$ cat config.mk
export PLATFORM = sky130hd
export DESIGN_NAME = control_barrido_flat
export DESIGN_NICKNAME = d
export VERILOG_FILES = /design/src/rtl/control_barrido_pkg.sv /design/src/rtl/control_barrido_if.sv /design/src/rtl/control_barrido_antirrebote.sv /design/src/rtl/control_barrido.sv /design/src/flat_wrapper.sv
export SDC_FILE = /design/constraint.sdc
export NUM_CORES = 1
export LEC_CHECK = 0
export BUFFER_PORTS_ARGS = -buffer_cell sky130_fd_sc_hd__buf_2
export CAP_MARGIN = 20
export CELL_PAD_IN_SITES_DETAIL_PLACEMENT = 0
export CELL_PAD_IN_SITES_GLOBAL_PLACEMENT = 1
export CORE_MARGIN = 2
export CORE_UTILIZATION = 39
export CTS_BUF_LIST = sky130_fd_sc_hd__clkbuf_4 sky130_fd_sc_hd__clkbuf_8 sky130_fd_sc_hd__clkbuf_16
export CTS_CLUSTER_DIAMETER = 30
export CTS_CLUSTER_SIZE = 30
export DETAILED_ROUTE_END_ITERATION = 12
export PLACE_DENSITY = 0.75
export SETUP_SLACK_MARGIN = 0.02
export SYNTH_ARGS = -nofsm -noshare
export SYNTH_HDL_FRONTEND = slang
export SYNTH_SLANG_ARGS = --single-unit
$ cat constraint.sdc
create_clock -name clk -period 5 [get_ports clk]
set_input_delay 0.75 -clock clk [delete_from_list [all_inputs] [get_ports clk]]
set_output_delay 0.75 -clock clk [all_outputs]
set_load 0.005 [all_outputs]
$ cat src/rtl/control_barrido_pkg.sv
// Shared types and helpers for the 4-digit 7-segment scan controller.
package control_barrido_pkg;
  localparam int          N_DIG  = 4;
  localparam logic [3:0]  AN_OFF = 4'b1111;

  typedef logic [1:0] sel_t;

  // First enabled digit after sel, circularly; sel itself is the last candidate,
  // so a lone enabled digit or an empty mask both hold the current position.
  function automatic sel_t next_idx(sel_t sel, logic [3:0] mask);
    sel_t r;
    sel_t c;
    r = sel;
    for (int k = N_DIG; k >= 1; k--) begin
      c = sel + sel_t'(k);
      if (mask[c]) r = c;
    end
    return r;
  endfunction
endpackage

$ cat src/rtl/control_barrido_if.sv
// Mode/button/mask inputs and select/anode/tick outputs of the scan controller.
interface control_barrido_if;
  import control_barrido_pkg::*;

  logic       modo_i;
  logic       btn_i;
  logic [3:0] en_mask_i;
  sel_t       sel_o;
  logic [3:0] an_o;
  logic       tick_o;

  modport master (output modo_i, btn_i, en_mask_i, input  sel_o, an_o, tick_o);
  modport slave  (input  modo_i, btn_i, en_mask_i, output sel_o, an_o, tick_o);
endinterface

$ cat src/rtl/control_barrido_antirrebote.sv
// Push-button synchronizer + debouncer; emits a 1-cycle pulse on each debounced press.
module antirrebote #(
  parameter int DEB_MAX = 1000000
) (
  input  logic clk,
  input  logic rst_n,
  input  logic btn_i,
  output logic pulso_o
);
  localparam int CW = (DEB_MAX > 1) ? $clog2(DEB_MAX) : 1;

  logic          sync1_q, sync2_q;
  logic          nivel_q, nivel_d, nivel_prev_q;
  logic [CW-1:0] cnt_q, cnt_d;

  always_comb begin
    nivel_d = nivel_q;
    cnt_d   = '0;
    // Any return to the current level restarts the stability window.
    if (sync2_q != nivel_q) begin
      if (cnt_q == CW'(DEB_MAX - 1)) nivel_d = sync2_q;
      else                           cnt_d   = cnt_q + 1'b1;
    end
  end

  always_ff @(posedge clk or negedge rst_n) begin
    if (!rst_n) begin
      sync1_q      <= 1'b0;
      sync2_q      <= 1'b0;
      nivel_q      <= 1'b0;
      nivel_prev_q <= 1'b0;
      cnt_q        <= '0;
    end else begin
      sync1_q      <= btn_i;
      sync2_q      <= sync1_q;
      nivel_q      <= nivel_d;
      nivel_prev_q <= nivel_q;
      cnt_q        <= cnt_d;
    end
  end

  assign pulso_o = nivel_q & ~nivel_prev_q;
endmodule

$ cat src/rtl/control_barrido.sv
// Digit scan controller: prescaled auto scan or button-stepped manual scan, skipping masked digits.
module control_barrido
  import control_barrido_pkg::*;
#(
  parameter int DIV_MAX = 100000,
  parameter int DEB_MAX = 1000000
) (
  input  logic               clk,
  input  logic               rst_n,
  control_barrido_if.slave   bus
);
  localparam int DW = (DIV_MAX > 1) ? $clog2(DIV_MAX) : 1;

  logic [DW-1:0] cnt_div_q, cnt_div_d;
  sel_t          sel_q, sel_d;
  logic          tick, paso, avance;

  antirrebote #(.DEB_MAX(DEB_MAX)) u_antirrebote (
    .clk     (clk),
    .rst_n   (rst_n),
    .btn_i   (bus.btn_i),
    .pulso_o (paso)
  );

  // Prescaler free-runs in both modes so a mode switch keeps its phase.
  assign tick      = (cnt_div_q == DW'(DIV_MAX - 1));
  assign cnt_div_d = tick ? '0 : cnt_div_q + 1'b1;

  assign avance = bus.modo_i ? paso : tick;
  assign sel_d  = avance ? next_idx(sel_q, bus.en_mask_i) : sel_q;

  always_ff @(posedge clk or negedge rst_n) begin
    if (!rst_n) begin
      cnt_div_q <= '0;
      sel_q     <= '0;
    end else begin
      cnt_div_q <= cnt_div_d;
      sel_q     <= sel_d;
    end
  end

  assign bus.sel_o  = sel_q;
  assign bus.tick_o = tick;
  assign bus.an_o   = bus.en_mask_i[sel_q] ? ~(4'b0001 << sel_q) : AN_OFF;
endmodule

$ cat src/flat_wrapper.sv
// flat-port wrapper written by rule: the top's interface ports become plain ports
module control_barrido_flat import control_barrido_pkg::*;
#(
  parameter int DIV_MAX = 100000,
  parameter int DEB_MAX = 1000000
)
  (clk, rst_n, bus_modo_i, bus_btn_i, bus_en_mask_i, bus_sel_o, bus_an_o, bus_tick_o);
  control_barrido_if bus_i ();
  input  logic clk;
  input  logic rst_n;
  input wire logic [$bits(bus_i.modo_i)-1:0] bus_modo_i;
  input wire logic [$bits(bus_i.btn_i)-1:0] bus_btn_i;
  input wire logic [$bits(bus_i.en_mask_i)-1:0] bus_en_mask_i;
  output wire logic [$bits(bus_i.sel_o)-1:0] bus_sel_o;
  output wire logic [$bits(bus_i.an_o)-1:0] bus_an_o;
  output wire logic [$bits(bus_i.tick_o)-1:0] bus_tick_o;
  assign bus_i.modo_i = bus_modo_i;
  assign bus_i.btn_i = bus_btn_i;
  assign bus_i.en_mask_i = bus_en_mask_i;
  assign bus_sel_o = bus_i.sel_o;
  assign bus_an_o = bus_i.an_o;
  assign bus_tick_o = bus_i.tick_o;
  control_barrido #(.DIV_MAX(DIV_MAX), .DEB_MAX(DEB_MAX)) u_core (.clk(clk), .rst_n(rst_n), .bus(bus_i));
endmodule
==> results.cfg, run 1 <==
[global_route]
use_met1_pct = 18.8
grt_pass1_vias = 1532
antenna_found_initial = 0
grt.met3_usage_pct = 3.39
gr-usage-all-layers_pct = 13.8
busiest_layer = met2
grt_overflow = 0
grt_pass1_wl_mm = 6.89
grt_max_degree = 44
use_met2_pct = 21.7

[drt]
ant_nets = 0
vias = 1631
firstDrtPassIters = 4
routedWlPerCell_um = 12.8
viasPerCell = 5.26
drc = 0
finalWirelength_mm = 3.96
drtIter0Drc = 70

[synthesis]
synth_area_leaders = dfrtp_1, xor2_1, xnor2_1
ys_top_cells_by_count = dfrtp_1, nor2_1, nand2_1
synthArstFlopShare_pct = 100
syn-instance-count = 221
synth_top_family_by_area = simple AND/OR/NAND/NOR gates
netlist_area_um2 = 2240
syn_avg_cell_area_um2 = 10.1
synth_cell_types = 38
synth_fp_nets = 235
synth_xor_area_share_pct = 9.79
synthSimpleGateAreaFrac_pct = 23.3
synth_ff_type = dfrtp_1
synth_compound_area_share_pct = 7.61
synth.yosys.seq_area_share_pct = 48.1
synth-edff-count = 0
synth_fa_ha_area_share_pct = 3.36
yosys_warnings = 0
yosys-mux-area-fraction_pct = 4.42
synth_seq_cells = 43
yosys.area.top_type = dfrtp_1
yosysMostFrequentCell = dfrtp_1
synth_top_area_share_pct = 48.1

[run_status]
status = complete, no violations

[sta]
skew_ns = 0.00330
worstMarginPinSlew_ns = 0.953
hold_violations = 0
maxSlewHeadroom_pct = 36.5
setup_viol = 0
finalMaxSlewViolations = 0
setup_tns_ns = 0
rsz0062_at_grt = false
min_period_ns = 2.63
fin_crit_sh_pct = 52.6
max_freq_ghz = 0.381

[clock_tree]
cts_root_buf = clkbuf_8
cts.sinks = 43
cts_setup_buffers = 0
clk_pin_slew_ns = 0.09
h-tree-depth = 2
clk_path_buf_depth = 2
cts_tree = done
numCtsBuffers = 5
clk_latency_ns = 0.29
cts_resized = 0
cts.hold.buffers_added = 0

[hold_path]
hp-class = register to register

[critical_path]
cp-start-kind = register
arrival_ns = 1.88
ff2ff_setup_slack_ns = 2.60
critPathRequiredTime_ns = 4.25
path_class = register to output pin
end_kind = output pin
critPathMaxFanout = 12

[layout]
antennaDiodeCount = 0
syn_to_final_growth_pct = 9.73
fin_area_um2 = 2450
nets = 251
drive_gt1_share_pct = 12.2

[die]
dieArea_um2 = 6360
num_rows = 27
core_region_area_um2 = 5540
chipHeight_um = 79.7
fp.dieW_um = 79.7
start_util_pct = 40.4
ioPinCount = 15

[placed_design]
gp_congestion = 0.734
port_buffers = 14
place_hpwl_mm = 2.77
dpl_cell_area_um2 = 2360

[power]
p_total_uw = 765
power_density_nw_per_um2 = 312
leakagePower_uw = 0.00105
vdd_ir_drop_max_mv = 0.169

[run]
maxCapViolCount = 0
[where the power goes]
part / switching (uW) / internal (uW)
sequential: 29.5 / 358
combinational: 70.4 / 82.2
clock: 125 / 99.8
total: 225 / 540
[critical path, stage by stage (launching register included)]
cell and delay (ns):
dfrtp_1 0.40, ha_1 0.22, and4_1 0.28, and4_1 0.49
buf_2 0.20
[sequential cells by signal, summed over array words and instances (netlist names)]
register / count
u_core.bus.sel_o: 2
u_core.cnt_div_q: 17
u_core.u_antirrebote.cnt_q: 20
u_core.u_antirrebote.nivel_prev_q: 1
u_core.u_antirrebote.nivel_q: 1
u_core.u_antirrebote.sync1_q: 1
u_core.u_antirrebote.sync2_q: 1
[routing by layer]
layer	wire length [um]	vias to the layer above	share of wire, %
met4	25	0	0.63
met3	150	3	3.8
met2	1730	26	44
met5	0	-	0
li1	-	806	-
met1	2060	796	52
[cell type report]
type | count | area, um^2
clock buffer | 5 | 68.8
clock inverter | 3 | 23.8
fill | 549 | 3090
inverter | 11 | 41.3
multi-input combinational | 162 | 1080
sequential | 43 | 1080
tap | 72 | 90.1
timing repair buffer | 14 | 70.1
[stage by stage]
stage / instances / util (%) / hold slack, ns / worst slack [ns]
after floorplan: 221 / - / 0.331 / 2.87
after global placement: 302 / 42.6 / 0.336 / 2.63
after detailed placement: 302 / 42.6 / 0.336 / 2.59
after CTS: 310 / 44.3 / 0.358 / 2.31
after global routing: 310 / 44.3 / 0.380 / 2.20
final: 310 / 44.3 / 0.356 / 2.37
[cell families after synthesis]
family,Yosys count
xor gates and xnor gates,25
DFF,43
and+or+nand+nor,97
muxes,6
AOI/OAI and AO/OA,28
adders and majority gates,6
buffers and inverters,16
[final timing paths]
check | startpoint | endpoint | cells after the start
setup / recovery | u_core.cnt_div_q[0] | bus_tick_o | 4
hold / removal | u_core.u_antirrebote.sync1_q | u_core.u_antirrebote.sync2_q | 0
setup reg to reg | u_core.u_antirrebote.cnt_q[6] | u_core.u_antirrebote.cnt_q[12] | 4
hold reg to reg | u_core.u_antirrebote.sync1_q | u_core.u_antirrebote.sync2_q | 0
max in group asynchronous | rst_n | u_core.cnt_div_q[11] | 1
min in group asynchronous | rst_n | u_core.u_antirrebote.cnt_q[12] | 1
[cell usage in the layout (no fill, tap or decap), types with 2 or more instances in the layout]
cell	n
xnor2_1	12
a21oi_1	11
nor2b_1	3
and4_1	4
dfrtp_1	43
nand2_1	16
and3_1	5
nand3_1	13
or3_1	6
clkinvlp_4	2
inv_1	11
mux2i_1	2
nand2b_1	3
nor3_1	4
ha_1	6
buf_2	14
o31ai_1	4
nor2_1	25
or4_1	6
clkbuf_8	5
xor2_1	13
mux4_2	3
nand4_1	4
o21ai_0	7
nor4bb_1	2
(Power assumes the default switching activity.)
==> run 2, diff against run 1 <==
--- a/config.mk
+++ b/config.mk
@@ -5,6 +5,7 @@
 export SDC_FILE = /design/constraint.sdc
 export NUM_CORES = 1
 export LEC_CHECK = 0
+export ABC_AREA = 1
 export BUFFER_PORTS_ARGS = -buffer_cell sky130_fd_sc_hd__buf_2
 export CAP_MARGIN = 20
 export CELL_PAD_IN_SITES_DETAIL_PLACEMENT = 0
@@ -15,7 +16,7 @@
 export CTS_CLUSTER_DIAMETER = 30
 export CTS_CLUSTER_SIZE = 30
 export DETAILED_ROUTE_END_ITERATION = 12
-export PLACE_DENSITY = 0.75
+export PLACE_DENSITY = 0.81
 export SETUP_SLACK_MARGIN = 0.02
 export SYNTH_ARGS = -nofsm -noshare
 export SYNTH_HDL_FRONTEND = slang
==> constraint.sdc (replaced) <==
create_clock -name clk -period 2.2 [get_ports clk]
set_input_delay 0.33 -clock clk [delete_from_list [all_inputs] [get_ports clk]]
set_output_delay 0.33 -clock clk [all_outputs]
set_load 0.005 [all_outputs]
==> run 2 against run 1 <==
Core utilization fell by 0.31 points. Worst hold slack got worse by 0.26 ns. Sequential share of layout area fell by 5.1 points. Critical path depth rose by 2. Total power rose by 76%. Final cell count rose by 38%. Combinational power fell by 62%. Largest cell class unchanged. Largest power group unchanged.
==> results.cfg, run 2 <==
[drt]
wl_met1_mm = 2.48
firstDrtPassIters = 4
viasPerCell = 4.80
drc = 0
routed-wl-met3_um = 183
wl_met2_mm = 2.26
top_layer = met4
vias = 2055
routedWlPerCell_um = 11.7
drtIter0Drc = 89
ant_nets = 0
finalWirelength_mm = 5.00

[placed_design]
dpl_cell_area_um2 = 2690
port_buffers = 14
place_hpwl_mm = 3.83
gp_congestion = 0.872

[sta]
skew_ns = 0.00889
finalMaxSlewViolations = 0
rsz0062_at_grt = false
worstMarginPinSlew_ns = 0.553
setup_viol = 0
min_period_ns = 1.99
fin_crit_sh_pct = 90.3
setup_tns_ns = 0
fin_hold_ws_ns = 0.101
maxSlewHeadroom_pct = 63.1
max_freq_ghz = 0.503
hold_violations = 0

[layout]
largest_register_ffs = 20
final_cell_mix = nand2_1, nor2_1, inv_1
syn_to_final_growth_pct = 9.90
drive_gt1_share_pct = 15.7
antennaDiodeCount = 0
final_common_cell = nand2_1
nets = 364
largest_register = u_core.u_antirrebote.cnt_q
fin_area_um2 = 2780

[power]
vdd_ir_drop_max_mv = 0.252
p_int_uw = 1030
power.net_switching_uw = 313
switching_share_pct = 23.3
p_clk_share_pct = 36.0
power_density_nw_per_um2 = 484
pwr-share-seq_pct = 59.6
combPwrFrac_pct = 4.3
leakagePower_uw = 0.00130

[die]
fp.dieW_um = 84.5
ioPinCount = 15
num_rows = 29
chipHeight_um = 84.5
core_region_area_um2 = 6310
dieArea_um2 = 7140
start_util_pct = 40.0

[clock_tree]
cts_root_buf = clkbuf_8
clk_path_buf_depth = 2
clk_pin_slew_ns = 0.08
cts_setup_buffers = 0
cts.sinks = 43
numCtsBuffers = 5
cts.hold.buffers_added = 0
cts_resized = 0
h-tree-depth = 2
clk_latency_ns = 0.29
cts_tree = done

[synthesis]
yosysMostFrequentCell = nand2_1
synthArstFlopShare_pct = 100
ys_top_cells_by_count = nand2_1, nor2_1, inv_1
syn_avg_cell_area_um2 = 7.68
synth_top_area_share_pct = 42.6
yosys_warnings = 0
syn-instance-count = 329
netlist_area_um2 = 2530
synth_area_leaders = dfrtp_1, nand2_1, nor2_1
synth_ff_type = dfrtp_1
synth_seq_cells = 43
synth_fp_nets = 343
synth-edff-count = 0
yosys.area.top_type = dfrtp_1
synth_cell_types = 28
synth.yosys.seq_area_share_pct = 42.6

[critical_path]
timing.rr.start = u_core.bus.sel_o[0]
cp-start-kind = register
path_class = register to output pin
arrival_ns = 1.66
critPathMaxFanout = 5
cp-startpoint = u_core.cnt_div_q[0]
end_kind = output pin
critPathRequiredTime_ns = 1.87
ff2ff_setup_slack_ns = 0.49
r2r_cells = 10

[global_route]
grt_pass1_vias = 2031
antenna_found_initial = 0
grt_overflow = 0
gr-usage-all-layers_pct = 15.6
grt_pass1_wl_mm = 9.06
grt_max_degree = 44

[run_status]
status = complete, no violations

[run]
maxCapViolCount = 0

[hold_path]
hp-class = input port to async pin
-- run 2: path summary, 6_finish.rpt --
path,end
setup / recovery,bus_tick_o
hold / removal,u_core.u_antirrebote.cnt_q[3]
setup reg to reg,u_core.bus.sel_o[0]
hold reg to reg,u_core.u_antirrebote.sync2_q
max in group asynchronous,u_core.u_antirrebote.sync1_q
min in group clk,u_core.u_antirrebote.sync1_q
-- run 2: kinds of logic after synthesis --
family	count (synthesis)	synth area share (%)
AND/OR/NAND/NOR	198	37.8
AO/OA/AOI/OAI	14	2.92
XOR/XNOR	17	5.89
adder cells (fa/ha/maj)	6	2.97
buffers and inverters	51	7.82
flip-flops	43	42.6
-- run 2: routing by layer --
| layer | vias to the layer above | track usage, % |
|---|---|---|
| li1 | 1078 | - |
| met1 | 943 | 21.4 |
| met2 | 27 | 25.2 |
| met3 | 7 | 2.46 |
| met4 | 0 | 5.19 |
| met5 | - | 0 |
-- run 2: metrics by stage --
stage               cells  worst slack [ns]  utilization [%]  total power (uW)
global route          428            0.0319             44.0              1410
finish                428             0.213             44.0              1340
detailed placement    420             0.493             42.7               878
floorplan             329             0.643                -               844
CTS                   428             0.177             44.0              1370
global placement      420             0.560             42.7               877
-- run 2: power by group through the flow --
stage               sequential [uW]  combinational, uW  clock [uW]
floorplan                       816               28.5           0
global placement                816               60.3           0
detailed placement              817               61.1           0
CTS                             801               61.3         509
global route                    802               69.5         543
finish                          801               58.4         484
-- run 2: cell type report --
cell class	instances	area, um^2
Sequential cell	43	1080
Clock buffer	5	68.8
Clock inverter	3	15.0
Timing Repair Buffer	15	77.6
Tap cell	77	96.3
Inverter	50	190
Fill cell	651	3540
Multi-Input combinational cell	235	1250
-- run 2: critical path: stages (launching register included) --
cell and delay (ns):
dfrtp_1 0.40, ha_1 0.20, nand3_1 0.17, inv_1 0.17, nand3_1 0.19, inv_2 0.13
buf_2 0.12
